`src/rtl/sem_mon_parser_if.sv`:
```
// Read-side handshake between the SEM monitor TX FIFO and the line parser.
// The FIFO has no output register, so FF_DATA is valid the cycle after FF_RD.
interface sem_mon_parser_if;
   logic [7:0] FF_DATA;
   logic       FF_EMPTY;
   logic       FF_RD;

   modport master (
      input  FF_DATA,
      input  FF_EMPTY,
      output FF_RD
   );

   modport slave (
      output FF_DATA,
      output FF_EMPTY,
      input  FF_RD
   );
endinterface

```
`src/rtl/sem_mon_parser.sv`:
```
// Parses "SC <2 hex>" and "FA <FAR_DIGITS hex>" lines from the SEM monitor
// byte stream, latching valid fields and counting terminated and malformed lines.
module sem_mon_parser #(
   parameter int unsigned FAR_DIGITS = 8,
   parameter int unsigned CNT_W      = 16
) (
   input  logic                    CLK40,
   input  logic                    RST_B,
   sem_mon_parser_if.master        ff,
   input  logic                    PARSE_EN,
   input  logic                    CNT_CLR,
   output logic [7:0]              SC_CODE,
   output logic                    SC_STB,
   output logic [4*FAR_DIGITS-1:0] FAR_VAL,
   output logic                    FAR_STB,
   output logic [CNT_W-1:0]        LINE_CNT,
   output logic [7:0]              BAD_CNT,
   output logic                    BUSY
);

   localparam int unsigned AccW = 4 * FAR_DIGITS;
   localparam int unsigned DcW  = $clog2(FAR_DIGITS + 2);
   localparam logic [DcW-1:0] ScLim = DcW'(2);
   localparam logic [DcW-1:0] FaLim = DcW'(FAR_DIGITS);

   typedef enum logic [2:0] {
      StIdle, StKS, StKF, StSpSc, StSpFa, StHexSc, StHexFa, StSkip
   } state_e;

   state_e            state_q, state_d;
   logic              rd_d1_q;
   logic [AccW-1:0]   acc_q, acc_d;
   logic [DcW-1:0]    dcnt_q, dcnt_d;
   logic [7:0]        sc_q, sc_d;
   logic [AccW-1:0]   far_q, far_d;
   logic              sc_stb_q, sc_stb_d;
   logic              far_stb_q, far_stb_d;
   logic [CNT_W-1:0]  line_q, line_d;
   logic [7:0]        bad_q, bad_d;

   logic       line_inc, bad_inc;
   logic       is_hex, is_cr, is_sp, is_lf;
   logic [3:0] hex_val;
   logic [DcW-1:0] limit;
   logic [7:0] data;

   assign ff.FF_RD = PARSE_EN & ~ff.FF_EMPTY;
   assign data     = ff.FF_DATA;

   always_comb begin
      is_hex  = 1'b0;
      hex_val = 4'h0;
      if (data >= 8'h30 && data <= 8'h39) begin
         is_hex  = 1'b1;
         hex_val = data[3:0];
      end else if ((data >= 8'h41 && data <= 8'h46) || (data >= 8'h61 && data <= 8'h66)) begin
         // 'A'/'a' have low nibble 1, so +9 maps them to 10.
         is_hex  = 1'b1;
         hex_val = data[3:0] + 4'd9;
      end
   end

   assign is_cr = (data == 8'h0D);
   assign is_sp = (data == 8'h20);
   assign is_lf = (data == 8'h0A);
   assign limit = (state_q == StHexSc) ? ScLim : FaLim;

   always_comb begin
      state_d   = state_q;
      acc_d     = acc_q;
      dcnt_d    = dcnt_q;
      sc_d      = sc_q;
      far_d     = far_q;
      sc_stb_d  = 1'b0;
      far_stb_d = 1'b0;
      line_inc  = 1'b0;
      bad_inc   = 1'b0;

      if (rd_d1_q && !is_lf) begin
         if (is_cr && state_q != StIdle) line_inc = 1'b1;
         unique case (state_q)
            StIdle: begin
               if (data == 8'h53)      state_d = StKS;
               else if (data == 8'h46) state_d = StKF;
               else if (is_cr)         state_d = StIdle;
               else                    state_d = StSkip;
            end
            StKS: begin
               if (data == 8'h43) state_d = StSpSc;
               else if (is_cr)    state_d = StIdle;
               else               state_d = StSkip;
            end
            StKF: begin
               if (data == 8'h41) state_d = StSpFa;
               else if (is_cr)    state_d = StIdle;
               else               state_d = StSkip;
            end
            StSpSc, StSpFa: begin
               if (is_sp) begin
                  acc_d   = '0;
                  dcnt_d  = '0;
                  state_d = (state_q == StSpSc) ? StHexSc : StHexFa;
               end else if (is_cr) begin
                  state_d = StIdle;
               end else begin
                  state_d = StSkip;
               end
            end
            StHexSc, StHexFa: begin
               if (is_hex) begin
                  if (dcnt_q == limit) begin
                     bad_inc = 1'b1;
                     state_d = StSkip;
                  end else begin
                     acc_d  = {acc_q[AccW-5:0], hex_val};
                     dcnt_d = dcnt_q + DcW'(1);
                  end
               end else if (is_cr || is_sp) begin
                  if (dcnt_q != limit) begin
                     bad_inc = 1'b1;
                  end else if (state_q == StHexSc) begin
                     sc_d     = acc_q[7:0];
                     sc_stb_d = 1'b1;
                  end else begin
                     far_d     = acc_q;
                     far_stb_d = 1'b1;
                  end
                  state_d = is_cr ? StIdle : StSkip;
               end else begin
                  bad_inc = 1'b1;
                  state_d = StSkip;
               end
            end
            StSkip: begin
               if (is_cr) state_d = StIdle;
            end
            default: state_d = StIdle;
         endcase
      end

      // Clear wins over a same-cycle increment; both counters saturate.
      line_d = line_q;
      if (CNT_CLR)                    line_d = '0;
      else if (line_inc && ~&line_q)  line_d = line_q + CNT_W'(1);
      bad_d = bad_q;
      if (CNT_CLR)                    bad_d = '0;
      else if (bad_inc && ~&bad_q)    bad_d = bad_q + 8'd1;
   end

   always_ff @(posedge CLK40 or negedge RST_B) begin
      if (!RST_B) begin
         state_q   <= StIdle;
         rd_d1_q   <= 1'b0;
         acc_q     <= '0;
         dcnt_q    <= '0;
         sc_q      <= 8'h00;
         far_q     <= '0;
         sc_stb_q  <= 1'b0;
         far_stb_q <= 1'b0;
         line_q    <= '0;
         bad_q     <= 8'h00;
      end else begin
         state_q   <= state_d;
         rd_d1_q   <= ff.FF_RD;
         acc_q     <= acc_d;
         dcnt_q    <= dcnt_d;
         sc_q      <= sc_d;
         far_q     <= far_d;
         sc_stb_q  <= sc_stb_d;
         far_stb_q <= far_stb_d;
         line_q    <= line_d;
         bad_q     <= bad_d;
      end
   end

   assign SC_CODE  = sc_q;
   assign SC_STB   = sc_stb_q;
   assign FAR_VAL  = far_q;
   assign FAR_STB  = far_stb_q;
   assign LINE_CNT = line_q;
   assign BAD_CNT  = bad_q;
   assign BUSY     = (state_q != StIdle) | rd_d1_q;

endmodule

```
`src/flat_wrapper.sv`:
```
// flat-port wrapper written by rule: the top's interface ports become plain ports
module sem_mon_parser_flat 
#(
   parameter int unsigned FAR_DIGITS = 8,
   parameter int unsigned CNT_W      = 16
)
  (CLK40, RST_B, PARSE_EN, CNT_CLR, SC_CODE, SC_STB, FAR_VAL, FAR_STB, LINE_CNT, BAD_CNT, BUSY, ff_FF_DATA, ff_FF_EMPTY, ff_FF_RD);
  sem_mon_parser_if ff_i ();
  input  logic CLK40;
  input  logic RST_B;
  input  logic PARSE_EN;
  input  logic CNT_CLR;
  output logic [7:0] SC_CODE;
  output logic SC_STB;
  output logic [4*FAR_DIGITS-1:0] FAR_VAL;
  output logic FAR_STB;
  output logic [CNT_W-1:0] LINE_CNT;
  output logic [7:0] BAD_CNT;
  output logic BUSY;
  input wire logic [$bits(ff_i.FF_DATA)-1:0] ff_FF_DATA;
  input wire logic [$bits(ff_i.FF_EMPTY)-1:0] ff_FF_EMPTY;
  output wire logic [$bits(ff_i.FF_RD)-1:0] ff_FF_RD;
  assign ff_i.FF_DATA = ff_FF_DATA;
  assign ff_i.FF_EMPTY = ff_FF_EMPTY;
  assign ff_FF_RD = ff_i.FF_RD;
  sem_mon_parser #(.FAR_DIGITS(FAR_DIGITS), .CNT_W(CNT_W)) u_core (.CLK40(CLK40), .RST_B(RST_B), .ff(ff_i), .PARSE_EN(PARSE_EN), .CNT_CLR(CNT_CLR), .SC_CODE(SC_CODE), .SC_STB(SC_STB), .FAR_VAL(FAR_VAL), .FAR_STB(FAR_STB), .LINE_CNT(LINE_CNT), .BAD_CNT(BAD_CNT), .BUSY(BUSY));
endmodule
```
`config.mk`:
```
export PLATFORM = sky130hd
export DESIGN_NAME = sem_mon_parser_flat
export DESIGN_NICKNAME = d
export VERILOG_FILES = /design/src/rtl/sem_mon_parser_if.sv /design/src/rtl/sem_mon_parser.sv /design/src/flat_wrapper.sv
export SDC_FILE = /design/constraint.sdc
export NUM_CORES = 1
export LEC_CHECK = 0
export ABC_AREA = 1
export CORE_AREA = 2 2 118 120
export CTS_BUF_LIST = sky130_fd_sc_hd__clkbuf_16
export DETAILED_ROUTE_END_ITERATION = 8
export DIE_AREA = 0 0 120 122
export PLACE_DENSITY_LB_ADDON = 0.3
export SLEW_MARGIN = 30
export SYNTH_ARGS = -nofsm -noshare
export SYNTH_HDL_FRONTEND = slang
export SYNTH_SLANG_ARGS = --single-unit
```
`constraint.sdc`:
```
create_clock -name CLK40 -period 5.3 [get_ports CLK40]
set_input_delay 0.795 -clock CLK40 [delete_from_list [all_inputs] [get_ports CLK40]]
set_output_delay 0.795 -clock CLK40 [all_outputs]
set_load 0.05 [all_outputs]
```
==> impl_metrics.py <==
metrics = {
    "routing": {
        "drtIter0Drc": 282,
        "wl_per_cell_um": 13.2,
        "vias": 4313,
        "firstDrtPassIters": 5,
        "wirelength_um": 11500,
        "drc_errors": 0,
        "avgViaCountPerCell": 4.93,
        "antenna_left": 0,
    },
    "logic_synthesis": {
        "synth_cells": 618,
        "ys_top_cells_by_count": "nand2_1, dfrtp_1, inv_1, o21ai_1, nand3_1",
        "synth_top_area_cell": "dfrtp_1",
        "synthMuxAreaShare_pct": 0,
        "netlist.area_leader.share_pct": 50.5,
        "async_reset_ff_share_pct": 100,
        "synth_most_common_cell": "nand2_1",
        "synth_nets": 638,
        "synth-xor-area-share_pct": 3.00,
        "synthTopCellsByArea": "dfrtp_1, nand2_1, inv_1",
        "synth-adder-area-share_pct": 1.67,
        "seq_area_frac_synth_pct": 50.5,
        "netlist_area_um2": 5250,
        "ys_ff_latch": 106,
        "synth_top_family_by_area": "simple AND/OR/NAND/NOR gates",
        "yosys.area_share.simple_pct": 24.8,
        "post_synth_num_cell_types": 31,
        "yosys_warnings": 0,
        "synth-edff-count": 0,
        "synthFlopType": "dfrtp_1",
        "syn_avg_cell_area_um2": 8.50,
        "synth_compound_gate_area_share_pct": 11.7,
    },
    "clocking": {
        "clk_path_buf_depth": 2,
        "cts_made_buffers": 9,
        "ctsResizeCount": 0,
        "cts.sinks": 106,
        "root_buffer": "clkbuf_16",
        "cts_max_level": 3,
        "clkLatencyLatePin_ps": 350,
        "cts.clk_slew.worst_paths_ps": 70,
        "cts_tree": "yes",
        "cts_hold_buf": 0,
        "post_cts_buffers": 0,
    },
    "timing": {
        "holdWs_ps": 436,
        "layout_min_cycle_time_ps": 3170,
        "fmax_ghz": 0.316,
        "slew_violations": 0,
        "worst_slew_pin_slew_ps": 909,
        "finalHoldViolations": 0,
        "fin_setup_tns_ps": 0,
        "skew_ps": 11.8,
        "timing.final.crit_share_pct": 59.8,
        "rsz0062_at_grt": "no",
        "slew_headroom_pct": 39.4,
        "finalSetupViolCount": 0,
    },
    "finish": {
        "nets": 709,
        "drive_gt1_share_pct": 11.8,
        "num_antenna_cells": 0,
        "fin_util_pct": 47.8,
        "nFillCells": 1314,
        "synthToLayoutAreaGrowth_pct": 22.8,
    },
    "place": {
        "hpwl_um": 8030,
        "portBuffers": 80,
        "gp_congestion": 0.836,
    },
    "critical_path": {
        "slowest_stage": "clkdlybuf4s50_1",
        "cp_num_buf_inv": 3,
        "endpoint": "u_core.acc_q[16]",
        "path_cells": "clkdlybuf4s50_1 -> inv_1 -> ha_1 -> nor2_1 -> o21ai_0 -> nand2_1 -> nand3_1 -> nand3_2 -> buf_4 -> nand2_1 -> o21ai_0",
        "path_max_fanout": 31,
        "cp-start-kind": "input port",
        "critPathLaunch": "ff_FF_DATA[1]",
        "r2r_end": "u_core.acc_q[16]",
        "critical_path_required_ps": 5500,
        "r2r-start": "u_core.state_q[1]",
        "cp_slowest_stage_delay_ps": 490,
        "r2r_cells": 9,
        "ff2ff_setup_slack_ps": 2810,
        "worstSetupPathType": "input port to flop",
        "cp_top_family": "buffers and inverters",
        "critPathCaptureType": "flop",
        "cp.depth": 11,
        "critPathArrivalTime_ps": 3370,
    },
    "floorplanning": {
        "dieArea_um2": 14600,
        "rows": 43,
        "core-area_um2": 13500,
        "pin_count": 81,
        "floorplan.initialDensity_pct": 38.9,
        "dieHeight_um": 122,
        "die_w_um": 120,
    },
    "power": {
        "leakagePower_nw": 2.83,
        "p_per_area_nw_per_um2": 286,
        "ir_worst_vdd_mv": 0.181,
        "finalPower_mw": 1.85,
    },
    "global_route": {
        "grt_max_degree": 69,
        "grt.total_usage_pct": 16.9,
        "grt_pass1_vias": 4238,
        "antenna_found_initial": 0,
        "grt_pass1_wl_um": 20000,
        "overflow": 0,
    },
    "min_path": {
        "hold_class": "input port to async pin",
    },
    "job": {
        "max_cap_violations": 0,
    },
    "run_status": {
        "outcome": "complete, no violations",
    },
}
## cell type report
type	count	area, um2	share of cell area [%]
clock buffers	9	225	3.49
clock inverters	7	72.6	1.13
inverters	75	282	4.36
multi-input cells	415	2180	33.7
flip-flops and latches	106	2650	41.1
well taps	180	225	3.49
repair buffers	82	817	12.7
## routing by layer
metal,wire [um],vias to the layer above,share of wire [%],GRT usage [%]
met5,0,-,0,0
met4,306,0,2.7,7.06
met3,533,21,4.6,3.75
met2,5410,127,47,27.5
met1,5280,2028,46,22.0
li1,-,2137,-,-
## layout by cell type, fill, tap and decap left out
cell type / instances
nor3_1: 6
o211ai_1: 1
nor2_1: 35
clkbuf_16: 9
bufinv_16: 1
o21ai_0: 21
a21oi_1: 3
inv_8: 1
clkinv_2: 2
nor2_4: 2
dfrtp_1: 106
buf_6: 1
clkdlybuf4s50_1: 79
or2_4: 1
inv_6: 2
o21a_1: 2
and3_1: 1
nand3_2: 3
nor2_2: 6
o21ai_1: 45
ha_1: 7
inv_1: 67
o31ai_1: 5
inv_2: 7
nand4_1: 23
nand3b_1: 1
o21ai_2: 23
a31o_2: 1
or2_1: 1
xnor2_1: 2
nand2_1: 149
buf_4: 2
clkinv_1: 2
xor2_1: 16
nand2_2: 21
nand3_1: 40
## cells by family (layout without fill, tap and decap cells)
| family | after synthesis | count (layout) |
|---|---|---|
| buf+inv | 97 | 173 |
| compound gates | 101 | 101 |
| xor+xnor | 18 | 18 |
| flops | 106 | 106 |
| fa+ha+maj | 7 | 7 |
| simple gates | 289 | 289 |
## worst reg2reg max path, cell delays in order, from the launching register on
cell     delay (ps)
dfrtp_1         430
inv_1           140
nand3_2         110
nand2_1         300
nor2_1           90
nor2_1          200
nand3_2         520
buf_4           410
nand2_1          60
o21ai_0          90
## worst min path at each step
stage / end / cells after the start / slack, ps
2_1_floorplan: u_core.acc_q[3] / 2 / 450
3_3_place_gp: u_core.FAR_VAL[8] / 2 / 470
3_5_place_dp: u_core.FAR_VAL[11] / 2 / 470
4_1_cts: u_core.FAR_VAL[11] / 2 / 490
5_1_grt: u_core.FAR_VAL[30] / 1 / 480
6_report: u_core.FAR_VAL[30] / 1 / 440
## where the power goes
part	internal, mW	switching, mW	leakage, nW
registers	0.830	0.0293	1.47
logic	0.0964	0.221	1.21
clock network	0.370	0.300	0.150
total	1.30	0.550	2.83
## metrics by stage
stage / setup WS (ps) / std cells / cell area [um2]
floorplan: 3020 / 618 / 5250
global placement: 1560 / 858 / 6140
detailed placement: 1800 / 858 / 6150
CTS: 2150 / 874 / 6450
global route: 1830 / 874 / 6450
finish: 2130 / 874 / 6450
## sequential cells by signal, summed over array words and instances (netlist names)
register	count
u_core.SC_CODE	8
u_core.BAD_CNT	8
u_core.SC_STB	1
u_core.state_q	3
u_core.acc_q	32
u_core.LINE_CNT	16
u_core.FAR_VAL	32
u_core.FAR_STB	1
u_core.dcnt_q	4
u_core.rd_d1_q	1
Note: power is estimated with default switching activity, not from simulation.
